===== src/rtl/regfile_pkg.sv =====
// Shared types and constants for the regfile_sb register file / scoreboard.
package regfile_pkg;

  localparam int DEF_XLEN = 32;
  localparam int DEF_NREG = 32;
  localparam int DEF_AW   = $clog2(DEF_NREG);

  typedef logic signed [DEF_XLEN-1:0] xword_t;
  typedef logic        [DEF_AW-1:0]   ridx_t;

  localparam ridx_t ZERO_REG = '0;

endpackage


===== src/rtl/regfile_sb_if.sv =====
// Decode/execute-facing bus of regfile_sb: read ports, issue handshake, writeback.
interface regfile_sb_if #(
  parameter int XLEN = 32,
  parameter int NREG = 32
);
  localparam int AW = $clog2(NREG);

  logic        [AW-1:0]   rs1;
  logic        [AW-1:0]   rs2;
  logic signed [XLEN-1:0] rdata1;
  logic signed [XLEN-1:0] rdata2;
  logic                   busy1;
  logic                   busy2;
  logic                   iss_valid;
  logic        [AW-1:0]   iss_rd;
  logic                   iss_ready;
  logic                   wb_valid;
  logic        [AW-1:0]   wb_rd;
  logic signed [XLEN-1:0] wb_data;
  logic        [AW:0]     busy_cnt;

  modport master (
    output rs1, rs2, iss_valid, iss_rd, wb_valid, wb_rd, wb_data,
    input  rdata1, rdata2, busy1, busy2, iss_ready, busy_cnt
  );

  modport slave (
    input  rs1, rs2, iss_valid, iss_rd, wb_valid, wb_rd, wb_data,
    output rdata1, rdata2, busy1, busy2, iss_ready, busy_cnt
  );

endinterface


===== src/rtl/rf_scoreboard.sv =====
// Busy bitmap for in-flight destinations: issue sets, writeback clears, issue wins on a tie.
module rf_scoreboard
  import regfile_pkg::*;
#(
  parameter  int NREG = DEF_NREG,
  localparam int AW   = $clog2(NREG)
) (
  input  logic            clk,
  input  logic            rst_n,
  input  logic            iss_valid,
  input  logic [AW-1:0]   iss_rd,
  input  logic            wb_valid,
  input  logic [AW-1:0]   wb_rd,
  output logic            iss_ready,
  output logic [NREG-1:0] busy,
  output logic [AW:0]     busy_cnt
);

  logic [NREG-1:0] busy_q;
  logic [NREG-1:0] busy_nxt;
  logic [AW:0]     cnt;

  // A pending writeback to the same register frees it in time for this issue.
  assign iss_ready = (iss_rd == AW'(ZERO_REG)) ||
                     !(busy_q[iss_rd] && !(wb_valid && wb_rd == iss_rd));

  always_comb begin
    // NOTE: every variable driven here gets a default first so no latch is inferred.
    busy_nxt = busy_q;
    if (wb_valid)
      busy_nxt[wb_rd] = 1'b0;
    if (iss_valid && iss_ready)
      busy_nxt[iss_rd] = 1'b1;
    busy_nxt[0] = 1'b0;
  end

  always_ff @(posedge clk or negedge rst_n) begin
    // NOTE: state registers use non-blocking assignment so all flops update together.
    if (!rst_n) busy_q <= '0;
    else        busy_q <= busy_nxt;
  end

  always_comb begin
    cnt = '0;
    for (int i = 0; i < NREG; i++)
      cnt = cnt + (AW+1)'(busy_q[i]);
  end

  assign busy     = busy_q;
  assign busy_cnt = cnt;

endmodule


===== src/rtl/regfile_sb.sv =====
// Register file with integrated scoreboard; x0 hardwired to zero.
// Define REGFILE_BYPASS_EN to forward writeback data/busy-clear to the read ports in the same cycle.
module regfile_sb
  import regfile_pkg::*;
#(
  parameter  int XLEN = DEF_XLEN,
  parameter  int NREG = DEF_NREG,
  localparam int AW   = $clog2(NREG)
) (
  input  logic         clk,
  input  logic         rst_n,
  regfile_sb_if.slave  bus
);

  logic [XLEN-1:0] rf [NREG];
  logic [NREG-1:0] busy;
  logic            wr_en;

  assign wr_en = bus.wb_valid && (bus.wb_rd != AW'(ZERO_REG));

  always_ff @(posedge clk or negedge rst_n) begin
    // NOTE: the array is reset on purpose; reset must read back zeros from every register.
    if (!rst_n) begin
      for (int i = 0; i < NREG; i++)
        rf[i] <= '0;
    end else if (wr_en) begin
      rf[bus.wb_rd] <= bus.wb_data;
    end
  end

  rf_scoreboard #(.NREG(NREG)) u_sb (
    .clk       (clk),
    .rst_n     (rst_n),
    .iss_valid (bus.iss_valid),
    .iss_rd    (bus.iss_rd),
    .wb_valid  (bus.wb_valid),
    .wb_rd     (bus.wb_rd),
    .iss_ready (bus.iss_ready),
    .busy      (busy),
    .busy_cnt  (bus.busy_cnt)
  );

`ifdef REGFILE_BYPASS_EN
  logic hit1;
  logic hit2;

  // rst_n gating keeps a writeback coincident with reset from leaking onto the read ports.
  assign hit1 = rst_n && wr_en && (bus.wb_rd == bus.rs1);
  assign hit2 = rst_n && wr_en && (bus.wb_rd == bus.rs2);

  assign bus.rdata1 = hit1 ? bus.wb_data : rf[bus.rs1];
  assign bus.rdata2 = hit2 ? bus.wb_data : rf[bus.rs2];
  assign bus.busy1  = busy[bus.rs1] && !hit1;
  assign bus.busy2  = busy[bus.rs2] && !hit2;
`else
  assign bus.rdata1 = rf[bus.rs1];
  assign bus.rdata2 = rf[bus.rs2];
  assign bus.busy1  = busy[bus.rs1];
  assign bus.busy2  = busy[bus.rs2];
`endif

endmodule


===== src/flat_wrapper.sv =====
// flat-port wrapper written by rule: the top's interface ports become plain ports
module regfile_sb_flat import regfile_pkg::*;
#(
  parameter  int XLEN = DEF_XLEN,
  parameter  int NREG = DEF_NREG,
  localparam int AW   = $clog2(NREG)
)
  (clk, rst_n, bus_rs1, bus_rs2, bus_iss_valid, bus_iss_rd, bus_wb_valid, bus_wb_rd, bus_wb_data, bus_rdata1, bus_rdata2, bus_busy1, bus_busy2, bus_iss_ready, bus_busy_cnt);
  regfile_sb_if #(.XLEN(XLEN), .NREG(NREG)) bus_i ();
  input  logic clk;
  input  logic rst_n;
  input wire logic [$bits(bus_i.rs1)-1:0] bus_rs1;
  input wire logic [$bits(bus_i.rs2)-1:0] bus_rs2;
  input wire logic [$bits(bus_i.iss_valid)-1:0] bus_iss_valid;
  input wire logic [$bits(bus_i.iss_rd)-1:0] bus_iss_rd;
  input wire logic [$bits(bus_i.wb_valid)-1:0] bus_wb_valid;
  input wire logic [$bits(bus_i.wb_rd)-1:0] bus_wb_rd;
  input wire logic [$bits(bus_i.wb_data)-1:0] bus_wb_data;
  output wire logic [$bits(bus_i.rdata1)-1:0] bus_rdata1;
  output wire logic [$bits(bus_i.rdata2)-1:0] bus_rdata2;
  output wire logic [$bits(bus_i.busy1)-1:0] bus_busy1;
  output wire logic [$bits(bus_i.busy2)-1:0] bus_busy2;
  output wire logic [$bits(bus_i.iss_ready)-1:0] bus_iss_ready;
  output wire logic [$bits(bus_i.busy_cnt)-1:0] bus_busy_cnt;
  assign bus_i.rs1 = bus_rs1;
  assign bus_i.rs2 = bus_rs2;
  assign bus_i.iss_valid = bus_iss_valid;
  assign bus_i.iss_rd = bus_iss_rd;
  assign bus_i.wb_valid = bus_wb_valid;
  assign bus_i.wb_rd = bus_wb_rd;
  assign bus_i.wb_data = bus_wb_data;
  assign bus_rdata1 = bus_i.rdata1;
  assign bus_rdata2 = bus_i.rdata2;
  assign bus_busy1 = bus_i.busy1;
  assign bus_busy2 = bus_i.busy2;
  assign bus_iss_ready = bus_i.iss_ready;
  assign bus_busy_cnt = bus_i.busy_cnt;
  regfile_sb #(.XLEN(XLEN), .NREG(NREG)) u_core (.clk(clk), .rst_n(rst_n), .bus(bus_i));
endmodule

===== config.mk =====
export PLATFORM = sky130hd
export DESIGN_NAME = regfile_sb_flat
export DESIGN_NICKNAME = d
export VERILOG_FILES = /design/src/rtl/regfile_pkg.sv /design/src/rtl/regfile_sb_if.sv /design/src/rtl/rf_scoreboard.sv /design/src/rtl/regfile_sb.sv /design/src/flat_wrapper.sv
export SDC_FILE = /design/constraint.sdc
export NUM_CORES = 2
export LEC_CHECK = 0
export CELL_PAD_IN_SITES_DETAIL_PLACEMENT = 1
export CELL_PAD_IN_SITES_GLOBAL_PLACEMENT = 1
export CORE_ASPECT_RATIO = 1.4
export CORE_MARGIN = 2
export CORE_UTILIZATION = 54
export CTS_BUF_LIST = sky130_fd_sc_hd__clkbuf_8
export CTS_CLUSTER_DIAMETER = 150
export DETAILED_ROUTE_END_ITERATION = 12
export DONT_BUFFER_PORTS = 1
export PLACE_DENSITY = 0.87
export SYNTH_ARGS = -nofsm -noshare
export SYNTH_HDL_FRONTEND = slang
export SYNTH_HIERARCHICAL = 1
export SYNTH_SLANG_ARGS = --single-unit

===== constraint.sdc =====
create_clock -name clk -period 6.3 [get_ports clk]
set_input_delay 1.26 -clock clk [delete_from_list [all_inputs] [get_ports clk]]
set_output_delay 1.26 -clock clk [all_outputs]
set_load 0.1 [all_outputs]

==> qor.txt <==
run status: finished with violations
failing checks: max-slew violations, negative setup slack
period utilisation layout: 115%
DRC: 0
HPWL after detailed placement: 109,000 um
relative slew slack: -22.9%
Syn Std Cell Area: 0.0595 mm^2
min-delay worst type: in2async
Post-Route WL: 213,000 um
Synth area leader: dfrtp_1
Fillers: 10,900
die width: 285 um
core box area: 0.110 mm^2
PnR worst setup slack: -925 ps
FMAX: 138 MHz
Crit Path Category: reg2out
root cell of the clock tree: clkbuf_8
DRT Pass-1 Iters: 6
skew final: 23.9 ps
largest net degree at the start of global routing: 1,056
endpoint class of the critical path: output pin
Crit path required time: 5040 ps
max incr delay on CP: 570 ps
Hold Fails Final Rpt: 0
share of the synthesized area in the top cell type: 44.4%
Peak supply drop: 0.00956 V
post-layout min period: 7230 ps
top post-synthesis cells by count: mux2i_1, dfrtp_1, mux2_2
register bit total from synthesis: 1,055
CP max-delay cell: fa_1
area grow syn2layout: 7.14%
first-pass GRT wire length: 316,000 um
maximum fanout along the worst path: 5
Startpoint Class: register
post-route antenna net violation count: 0
post-DR wirelength/cell: 33.1 um
largest cells by area after synthesis: dfrtp_1, mux2_2, mux2i_1
Final Max Tran Viols: 93
num ports: 129
worst-skew pair later-pin latency: 900 ps
die height: 397 um
Ys Warns: 6
CTS tree: yes
Least-Margin Pin Slew: 1840 ps
GRT Overall Usage: 36.9%
unrepaired setup endpoints after global routing: true
grt total ovfl: 0
vias in the first global route: 49,500
CTS H-tree lvls: 4
NumNets Final: 4,932
TritonCTS buffer count: 166
DR vias: 45,200
Pleak: 30.2 nW
top-count cell post-synth: mux2i_1
Die Area: 0.113 mm^2
Initial DRC Count: 4,700
pre-CTS setup slack: -174 ps
WP data arrival: 5970 ps
# hold bufs at CTS: 0
top_reg_cell synth: dfrtp_1
Async SR Flop Fraction: 100%
share of post-route cells with drive strength above 1: 29.3%
antenna violations before repair: 4
syn_area_per_cell: 11.9 um^2
post-synth cell types: 61
max-cap violations: 0
Critical Path Most Common Cell: fa_1
Initial Utilization: 54.2%
post-synthesis sequential area ratio: 44.4%
PortBufs: 0
Row Count: 144
syn nets: 5,093
Synth Instances: 5,007
critical-path cell list: inv_2 > fa_1 > inv_2 > fa_1 > fa_1 > fa_1 > fa_1 > inv_2 > fa_1 > inv_2 > fa_2 > inv_2 > fa_2 > inv_1 > a21o_1 > a21oi_2 > xnor2_2 > buf_12
Final GP Congestion: 0.850
Clock transition at path regs: 60 ps
vias per inst: 7.02
EDFF count, synth: 0
Final setup viols: 6
clock sink count: 1,055
Pwr per Cell Area: 473 mW/mm^2
Setup TNS: -4170 ps
CTS Buffer Depth: 3
state kept, by name, summed over array words and instances, names as in the netlist:
signal,flops
u_core/rf,1024
u_core/u_sb/busy,31
critical path, delay by kind of cell (launching register included):
kind                     cells  cell delay (ps)
adder cells (fa/ha/maj)      8             3590
XOR/XNOR                     1              160
buffers and inverters        7              540
AO/OA/AOI/OAI                2              350
flip-flops                   1              420
final timing paths:
check                                                from                              to  slack [ps]  depth (start not counted)
min reg2reg                    u_core/rf[995]$_DFFE_PN0P_      u_core/rf[995]$_DFFE_PN0P_         400                          0
min                                                 rst_n   u_core/u_sb/busy[8]$_DFF_PN0_          50                          0
min in group clk               u_core/rf[995]$_DFFE_PN0P_      u_core/rf[995]$_DFFE_PN0P_         400                          0
max reg2reg                u_core/u_sb/busy[31]$_DFF_PN0_  u_core/u_sb/busy[16]$_DFF_PN0_        4020                          5
max                         u_core/u_sb/busy[4]$_DFF_PN0_                 bus_busy_cnt[4]        -930                         18
max in group asynchronous                           rst_n      u_core/rf[751]$_DFFE_PN0P_        3270                          3
area by class of cell:
cell class / count / area [um^2] / share of cell area, %
inverter: 29 / 109 / 0.171
antenna: 3 / 7.51 / 0.0118
clock buffer: 210 / 2890 / 4.53
sequential: 1055 / 26400 / 41.4
tap: 1460 / 1830 / 2.87
clock inverter: 83 / 420 / 0.659
timing repair buffer: 176 / 1660 / 2.61
multi-input combinational: 3418 / 30400 / 47.7
per-layer routing:
metal	share of wire, %	global-route usage (%)
met1	37	42.4
met2	48	59.9
met3	7.4	8.23
met4	7.8	28.2
met5	0.020	0
cell families (layout without fill, tap and decap cells):
kind of cell / count (synthesis) / after routing / share of synthesized area, %
AO/OA/AOI/OAI: 660 / 660 / 7.66
AND/OR/NAND/NOR: 657 / 657 / 5.42
adder cells (fa/ha/maj): 30 / 30 / 0.921
multiplexers: 2062 / 2062 / 36.8
buffers and inverters: 534 / 498 / 4.74
XOR/XNOR: 8 / 8 / 0.118
flip-flops: 1055 / 1055 / 44.4
other: 1 / 4 / 0.00630
metrics by stage:
stage / utilization, % / cell area, um^2 / total power, W / hold slack (ps) / cells
floorplan: - / 59500 / 0.0156 / 449 / 5007
global placement: 54.9 / 60200 / 0.0220 / 384 / 6129
detailed placement: 54.9 / 60200 / 0.0225 / 390 / 6129
CTS: 58.0 / 63600 / 0.0298 / 78.9 / 6424
global route: 58.1 / 63800 / 0.0313 / 16.6 / 6433
finish: 58.1 / 63800 / 0.0302 / 52.8 / 6434
cells in the final DEF, fill, tap and decap left out, types with 8 or more instances in the layout:
cell        netlist  layout
a21oi_1         201     199
a22o_1          132     132
a22oi_1         198     198
a31oi_1          66      66
buf_12            0      19
buf_4            69     151
clkbuf_8          0     210
clkinv_2          0      11
clkinvlp_4        0       8
dfrtp_1        1055    1055
fa_1             23      21
inv_1            29      81
inv_2             0       9
mux2_1           37      37
mux2_2          955     955
mux2i_1        1070    1070
nand2_1         246     229
nand2_2           1      18
nand3_1         235     235
nand3b_1         17      17
nor2_1           30      28
nor2_4           16      18
nor3_1           71      71
o21ai_0          33      33
power by group:
| part | internal [W] | total, W | switching [W] |
|---|---|---|---|
| logic | 0.00614 | 0.0149 | 0.00873 |
| registers | 0.00808 | 0.00928 | 0.00120 |
| clock network | 0.00306 | 0.00603 | 0.00296 |
what timing repair did:
item	4_1_cts	5_1_grt
gates resized for setup	14	4
setup buffers	2	2
pin swaps	6	5
setup endpoints to repair	6	6
(Power assumes the default switching activity.)
